<file path="config.mk">
export PLATFORM = sky130hd
export DESIGN_NAME = alu_pipe
export DESIGN_NICKNAME = d
export VERILOG_FILES = /design/src/rtl/alu_pipe.sv
export SDC_FILE = /design/constraint.sdc
export NUM_CORES = 1
export LEC_CHECK = 0
export ABC_AREA = 1
export CAP_MARGIN = 15
export CORE_ASPECT_RATIO = 1.5
export CORE_MARGIN = 3
export CORE_UTILIZATION = 31
export DETAILED_ROUTE_END_ITERATION = 16
export GPL_ROUTABILITY_DRIVEN = 0
export PLACE_DENSITY = 0.46
export SETUP_SLACK_MARGIN = 0.4
export SLEW_MARGIN = 20
export SYNTH_ARGS = -nofsm -noshare
export SYNTH_HDL_FRONTEND = slang
export SYNTH_SLANG_ARGS = --single-unit
</file>
<file path="constraint.sdc">
create_clock -name clk -period 2.8 [get_ports clk]
set_input_delay 0.28 -clock clk [delete_from_list [all_inputs] [get_ports clk]]
set_output_delay 0.28 -clock clk [all_outputs]
set_load 0.05 [all_outputs]
</file>
<file path="src/rtl/alu_pipe.sv">
// Two-stage valid/ready pipelined N-bit ALU: s1 captures the beat, s2 computes and registers it.
// Define ALU_PIPE_FLAGS_EN to add the registered {V, C, Nf, Z} flags output.
module alu_pipe #(
  parameter int N = 8
) (
  input  logic         clk,
  input  logic         resetn,
  input  logic         in_valid,
  output logic         in_ready,
  input  logic [N-1:0] operand1,
  input  logic [N-1:0] operand2,
  input  logic [2:0]   operation,
  output logic         out_valid,
  input  logic         out_ready,
  output logic [N-1:0] result
`ifdef ALU_PIPE_FLAGS_EN
  ,
  output logic [3:0]   flags
`endif
);

  typedef enum logic [2:0] {
    OP_ADD = 3'd0, OP_SUB = 3'd1, OP_AND = 3'd2, OP_OR  = 3'd3,
    OP_XOR = 3'd4, OP_SHL = 3'd5, OP_SHR = 3'd6, OP_SLT = 3'd7
  } op_e;

  typedef struct packed {
    logic [N-1:0] a;
    logic [N-1:0] b;
    op_e          op;
  } req_t;

  req_t         s1;
  logic         s1_v, s2_v;
  logic         s1_load, s2_load;
  logic [N-1:0] res_c;

  assign s2_load   = s1_v && (!s2_v || out_ready);
  assign in_ready  = !s1_v || s2_load;
  assign s1_load   = in_valid && in_ready;
  assign out_valid = s2_v;

  // Shift amounts >= N naturally zero-fill, giving the required 0 result.
  always_comb begin
    res_c = '0;
    unique case (s1.op)
      OP_ADD: res_c = s1.a + s1.b;
      OP_SUB: res_c = s1.a - s1.b;
      OP_AND: res_c = s1.a & s1.b;
      OP_OR:  res_c = s1.a | s1.b;
      OP_XOR: res_c = s1.a ^ s1.b;
      OP_SHL: res_c = s1.a << s1.b;
      OP_SHR: res_c = s1.a >> s1.b;
      OP_SLT: res_c = {{(N-1){1'b0}}, ($signed(s1.a) < $signed(s1.b))};
      default: res_c = '0;
    endcase
  end

`ifdef ALU_PIPE_FLAGS_EN
  logic [N:0] add_w, sub_w;
  logic       c_c, v_c;
  logic [3:0] flags_c;

  // Subtraction carry is taken from a + ~b + 1, so C=1 means no borrow.
  always_comb begin
    add_w = {1'b0, s1.a} + {1'b0, s1.b};
    sub_w = {1'b0, s1.a} + {1'b0, ~s1.b} + {{N{1'b0}}, 1'b1};
    c_c   = 1'b0;
    v_c   = 1'b0;
    if (s1.op == OP_ADD) begin
      c_c = add_w[N];
      v_c = (s1.a[N-1] == s1.b[N-1]) && (add_w[N-1] != s1.a[N-1]);
    end else if (s1.op == OP_SUB) begin
      c_c = sub_w[N];
      v_c = (s1.a[N-1] != s1.b[N-1]) && (sub_w[N-1] != s1.a[N-1]);
    end
    flags_c = {v_c, c_c, res_c[N-1], (res_c == '0)};
  end
`endif

  always_ff @(posedge clk or negedge resetn) begin
    if (!resetn) begin
      s1     <= '0;
      s1_v   <= 1'b0;
      s2_v   <= 1'b0;
      result <= '0;
`ifdef ALU_PIPE_FLAGS_EN
      flags  <= '0;
`endif
    end else begin
      if (s1_load) begin
        s1   <= '{a: operand1, b: operand2, op: op_e'(operation)};
        s1_v <= 1'b1;
      end else if (s2_load) begin
        s1_v <= 1'b0;
      end
      if (s2_load) begin
        s2_v   <= 1'b1;
        result <= res_c;
`ifdef ALU_PIPE_FLAGS_EN
        flags  <= flags_c;
`endif
      end else if (out_ready) begin
        s2_v <= 1'b0;
      end
    end
  end

endmodule

</file>
; Word level (Yosys, flattened, before mapping)
; Cells that the tools add are included.
[classes]
n_addsub = 2
order_cmp = 1
n_eq_ne = 7
n_shift = 2
muxes = 5
n_bitwise = 3
reduce_logical = 9
[ops]
columns = op, count
row1 = one-hot mux 8 bit (8 select lines), 1
row2 = "== test 3 bit, second input constant", 4
row3 = adder 8 bit, 1
row4 = AND 8 bit, 1
row5 = less-than comparator 8 bit, 1
row6 = OR 8 bit, 1
row7 = << shifter 8 x 8 -> 8 bit, 1
row8 = right shift 8 x 8 -> 8 bit, 1
row9 = subtractor 8 bit, 1
row10 = XOR 8 bit, 1
row11 = "== test 3 x 2 -> 1 bit, second input constant", 2
row12 = two-way mux 1 bit, 4
row13 = nonzero test 2 bit, 2
row14 = "== test 3 x 1 -> 1 bit, second input constant", 1
row15 = logical NOT 3 bit, 1
row16 = logical AND 1 bit, 2
row17 = logical NOT 1 bit, 2
row18 = logical OR 1 bit, 2
[totals]
register_bits = 29
inputBits = 23
output_inout_bits = 10
wordCells = 35

; Longest topological paths before layout
[depth]
ltp_word = 6
mapped_depth = 17

; Worst setup path before layout
; OpenSTA, ideal clock, no wires.
[synth_path]
path_kind = register to register
startpoint = register s2_v (netlist: out_valid)
endpoint = register s1[18] (netlist name)
setup_time_ns = 0.133
t_arrival_ns = 2.074
setup_slack_ns = 0.594
path_stages_with_launch = 6
path_buffers = 2
synth_period_minus_slack_ns = 2.206
path_cell_list = dfrtp_1 nand3_1 nand2_1 clkbuf_1 clkbuf_1 a21oi_1
[synth_between]
elab_chain_cells = 5
[synth_lines]
columns = element, line_no
row1 = from (decl), 34  ; logic s1_v, s2_v;
row2 = from (signal assigned), 85  ; s2_v <= 1'b0;
row3 = from (signal assigned), 98  ; s2_v <= 1'b1;
row4 = from (signal assigned), 104  ; s2_v <= 1'b0;
row5 = logical NOT 1 bit, 38  ; assign s2_load = s1_v && (!s2_v || out_ready);
row6 = logical OR 1 bit, 38
row7 = logical AND 1 bit, 38
row8 = logical OR 1 bit, 39  ; assign in_ready = !s1_v || s2_load;
row9 = via in_ready, 9  ; output logic in_ready,
row10 = logical AND 1 bit, 40  ; assign s1_load = in_valid && in_ready;
row11 = to (signal assigned), 92  ; s1 <= '{a: operand1, b: operand2, op: op_e'(operation)};
row12 = to (decl), 33  ; req_t s1;
; The timed path passes the listed nets, and every way through them passes these cells.
; A chain may end at the register's enable or synchronous reset.

; Worst setup path after layout
[layout_path]
startpoint = register s1[13] (netlist name)
endpoint = register result[5]
[layout_between]
elab_chain_cells = 2
[layout_lines]
columns = element, line_no
row1 = subtractor 8 bit (tied with other cells), 48  ; OP_SUB: res_c = s1.a - s1.b;
row2 = one-hot mux 8 bit (8 select lines) *, 46  ; unique case (s1.op)
row3 = to (signal assigned), 99  ; result <= res_c;
row4 = to (decl), 15  ; output logic [N-1:0] result
; Mark *: on every way between the ends. The rest lies on a longest branch, timed or not.

==> flow_metrics.env <==
export IMPL_status="finished clean"
export IMPL_ioPinCount=33
export IMPL_die_x_um=81.2
export IMPL_finalSetupTns_ps=0
export IMPL_p_per_area_nw_per_um2=700
export IMPL_synth_common_cells="94 x nand2_1, 47 x inv_1, 47 x nand3_1, 44 x nor2_1, 34 x a21oi_1"
export IMPL_r2r_slack_ps=600
export IMPL_synth_nets=450
export IMPL_crit_fanout=5
export IMPL_hold_violations=0
export IMPL_startpoint_type="register"
export IMPL_die_h_um=119
export IMPL_antenna_found_initial=0
export IMPL_die_area_um2=9660
export IMPL_syn_to_final_growth_pct=23.5
export IMPL_netlist_instances=401
export IMPL_avgSynthCellArea_um2=6.56
export IMPL_dr_total_vias=2813
export IMPL_cp_num_cells=13
export IMPL_path_buf_inv=2
export IMPL_rows=40
export IMPL_cts_tree="done"
export IMPL_max_freq_mhz=454
export IMPL_maxCapViolCount=0
export IMPL_dp_hpwl_um=7350
export IMPL_total_power_w=0.00228
export IMPL_grt_max_degree=36
export IMPL_gr_total_overflow=0
export IMPL_dr_pass1_iters=5
export IMPL_met2_usage_pct=35.8
export IMPL_htree_num_levels=2
export IMPL_path_delay_family="simple AND/OR/NAND/NOR gates"
export IMPL_initial_core_util_pct=32.3
export IMPL_synth_cell_type_count=31
export IMPL_switching_share_pct=46.1
export IMPL_cts_sinks=29
export IMPL_reg2reg_depth=13
export IMPL_ys_flop_type="dfrtp_1"
export IMPL_drt_iter0_markers=170
export IMPL_placed_area_um2=3070
export IMPL_yosysWarningCount=0
export IMPL_nNetsFinal=485
export IMPL_grt_busiest_layer="met2"
export IMPL_finalCritPeriodShare_pct=78.7
export IMPL_yosysMostFrequentCell="nand2_1"
export IMPL_arrival_ps=2360
export IMPL_synth_async_sr_flop_share_pct=100
export IMPL_ys_ff_latch=29
export IMPL_cts_root_buf="clkbuf_16"
export IMPL_cellLeakagePower_nw=1.59
export IMPL_n_antenna_cell=0
export IMPL_seq_area_frac_synth_pct=27.6
export IMPL_hold_buffers=0
export IMPL_wl_per_cell_um=16.8
export IMPL_final_cell_area_um2=3250
export IMPL_grt_usage_pct=20.2
export IMPL_crit_path_cell_trace="inv_1 > ha_1 > inv_1 > a21oi_1 > o21ai_4 > nand2_1 > nand2_1 > nand2_1 > nand3_1 > nand3_1 > nand3_1 > nand3_1 > nand2_1"
export IMPL_rsz0062_at_grt="false"
export IMPL_finalSetupViolations=0
export IMPL_viasPerCell=5.19
export IMPL_numPortBuffers=32
export IMPL_hold_path_class="in -> async"
export IMPL_finClkSkew_ps=3.40
export IMPL_irDropWorstVdd_mv=0.419
export IMPL_crit_type="reg -> reg"
export IMPL_clkPwrFrac_pct=22.5
export IMPL_drive_above_1_share_pct=7.09
export IMPL_synth_area_top_cells="dfrtp_1 28%, nand2_1 13%, ha_1 11%, nand3_1 8.9%, inv_1 6.7%"
export IMPL_grt_pass1_wl_um=14800
export IMPL_route_detailed_drc=0
export IMPL_critPathSlowestCell="dfrtp_1"
export IMPL_grt_pass1_vias=2979
export IMPL_p_int_w=0.00123
export IMPL_slowest_delay_ps=440
export IMPL_p_comb_share_pct=50.8
export IMPL_synth_top_cell_area_share_pct=27.6
export IMPL_postRouteAntennaNets=0
export IMPL_clkTransAtPathRegs_ps=50
export IMPL_core_um2=8160
export IMPL_seqPwrFrac_pct=26.7
export IMPL_min_period_ps=2200
export IMPL_use_met1_pct=22.9
export IMPL_slew_viol_final=0
export IMPL_met3_usage_pct=2.50
export IMPL_cp_required_ps=2960
export IMPL_p_sw_w=0.00105
export IMPL_clk_latency_ps=270
export IMPL_wl_um=9090
export IMPL_synth_edf_count=0
export IMPL_synth_largest_area_cell="dfrtp_1"
export IMPL_relSlewSlack_pct=66.6
export IMPL_numCtsBuffers=5
export IMPL_tightest_slew_ps=500
export IMPL_clockBufferDepth=2
export IMPL_endpoint_kind="register"
export IMPL_synth_area_um2=2630
-- metal layers --
layer | wire length, µm | vias up
li1 | - | 1396
met1 | 3520 | 1297
met2 | 4800 | 94
met3 | 316 | 26
met4 | 448 | 0
met5 | 0 | -
-- power groups by stage --
stage          combinational, W  clock, W  sequential [W]
5_1_grt                 0.00129  0.000544        0.000624
4_1_cts                 0.00113  0.000529        0.000612
2_1_floorplan          0.000600         0        0.000767
6_report                0.00116  0.000512        0.000609
3_3_place_gp            0.00112         0        0.000616
3_5_place_dp            0.00112         0        0.000619
-- worst paths after layout --
kind / startpoint / to
worst max-delay path: s1[13] / result[5]
worst min-delay path: resetn / result[5]
worst max register to register: s1[13] / result[5]
worst min register to register: result[4] / result[4]
max in group asynchronous: resetn / s1[3]
min in group clk: result[4] / result[4]
-- metrics by stage --
stage	hold WS [ps]	util, %	std cells	worst slack (ps)
after global routing	433	39.9	542	396
after global placement	464	37.6	531	193
final	397	39.9	542	595
after floorplan	-15.6	-	401	594
after CTS	408	39.3	539	449
after detailed placement	469	37.6	531	166
-- layout make-up --
class                           instances  area (µm²)
Clock inverter                          2        10.0
Multi-Input combinational cell        312        1700
Clock buffer                            6         129
Fill cell                             880        4910
Tap cell                              105         131
Timing Repair Buffer                   38         365
Inverter                               50         188
Sequential cell                        29         729
-- state kept, by name, indices dropped and copies added, names as in the netlist --
| name | count |
|---|---|
| s1_v | 1 |
| result | 8 |
| out_valid | 1 |
| s1 | 19 |
-- repair_timing --
item	CTS	global route
gates resized for setup	2	10
endpoints found under the hold margin	0	0
setup endpoints to repair	2	6
buffers inserted	0	3
-- placed cells by master, fill, tap and decap left out, types with 2 or more instances in the layout --
cell             count
nand4_1              6
nor2_1              43
nand3_1             47
dfrtp_1             26
clkdlybuf4s50_1     32
nor2_2               3
nand3_2              2
a21oi_1             33
clkbuf_16            5
inv_1               45
nand2_1             94
inv_2                5
o22ai_1              8
clkinv_2             2
o21ai_0             24
dfrtp_2              3
nor4_1               2
or2_1                2
nor3_1               2
ha_1                24
o21ai_1              2
xor2_1               3
buf_4                6
a31oi_1              4
-- kinds of logic (layout without fill, tap and decap cells) --
group                    count (synthesis)  count (layout)  share of synthesized area, %
AO/OA/AOI/OAI                           77              77                          15.6
XOR/XNOR                                 3               3                         0.998
adder cells (fa/ha/maj)                 26              26                          12.9
buffers and inverters                   60              96                          8.65
flip-flops                              29              29                          27.6
multiplexers                             1               1                         0.380
AND/OR/NAND/NOR                        205             205                          33.8
No activity file was read; power rests on OpenSTA's default activity.
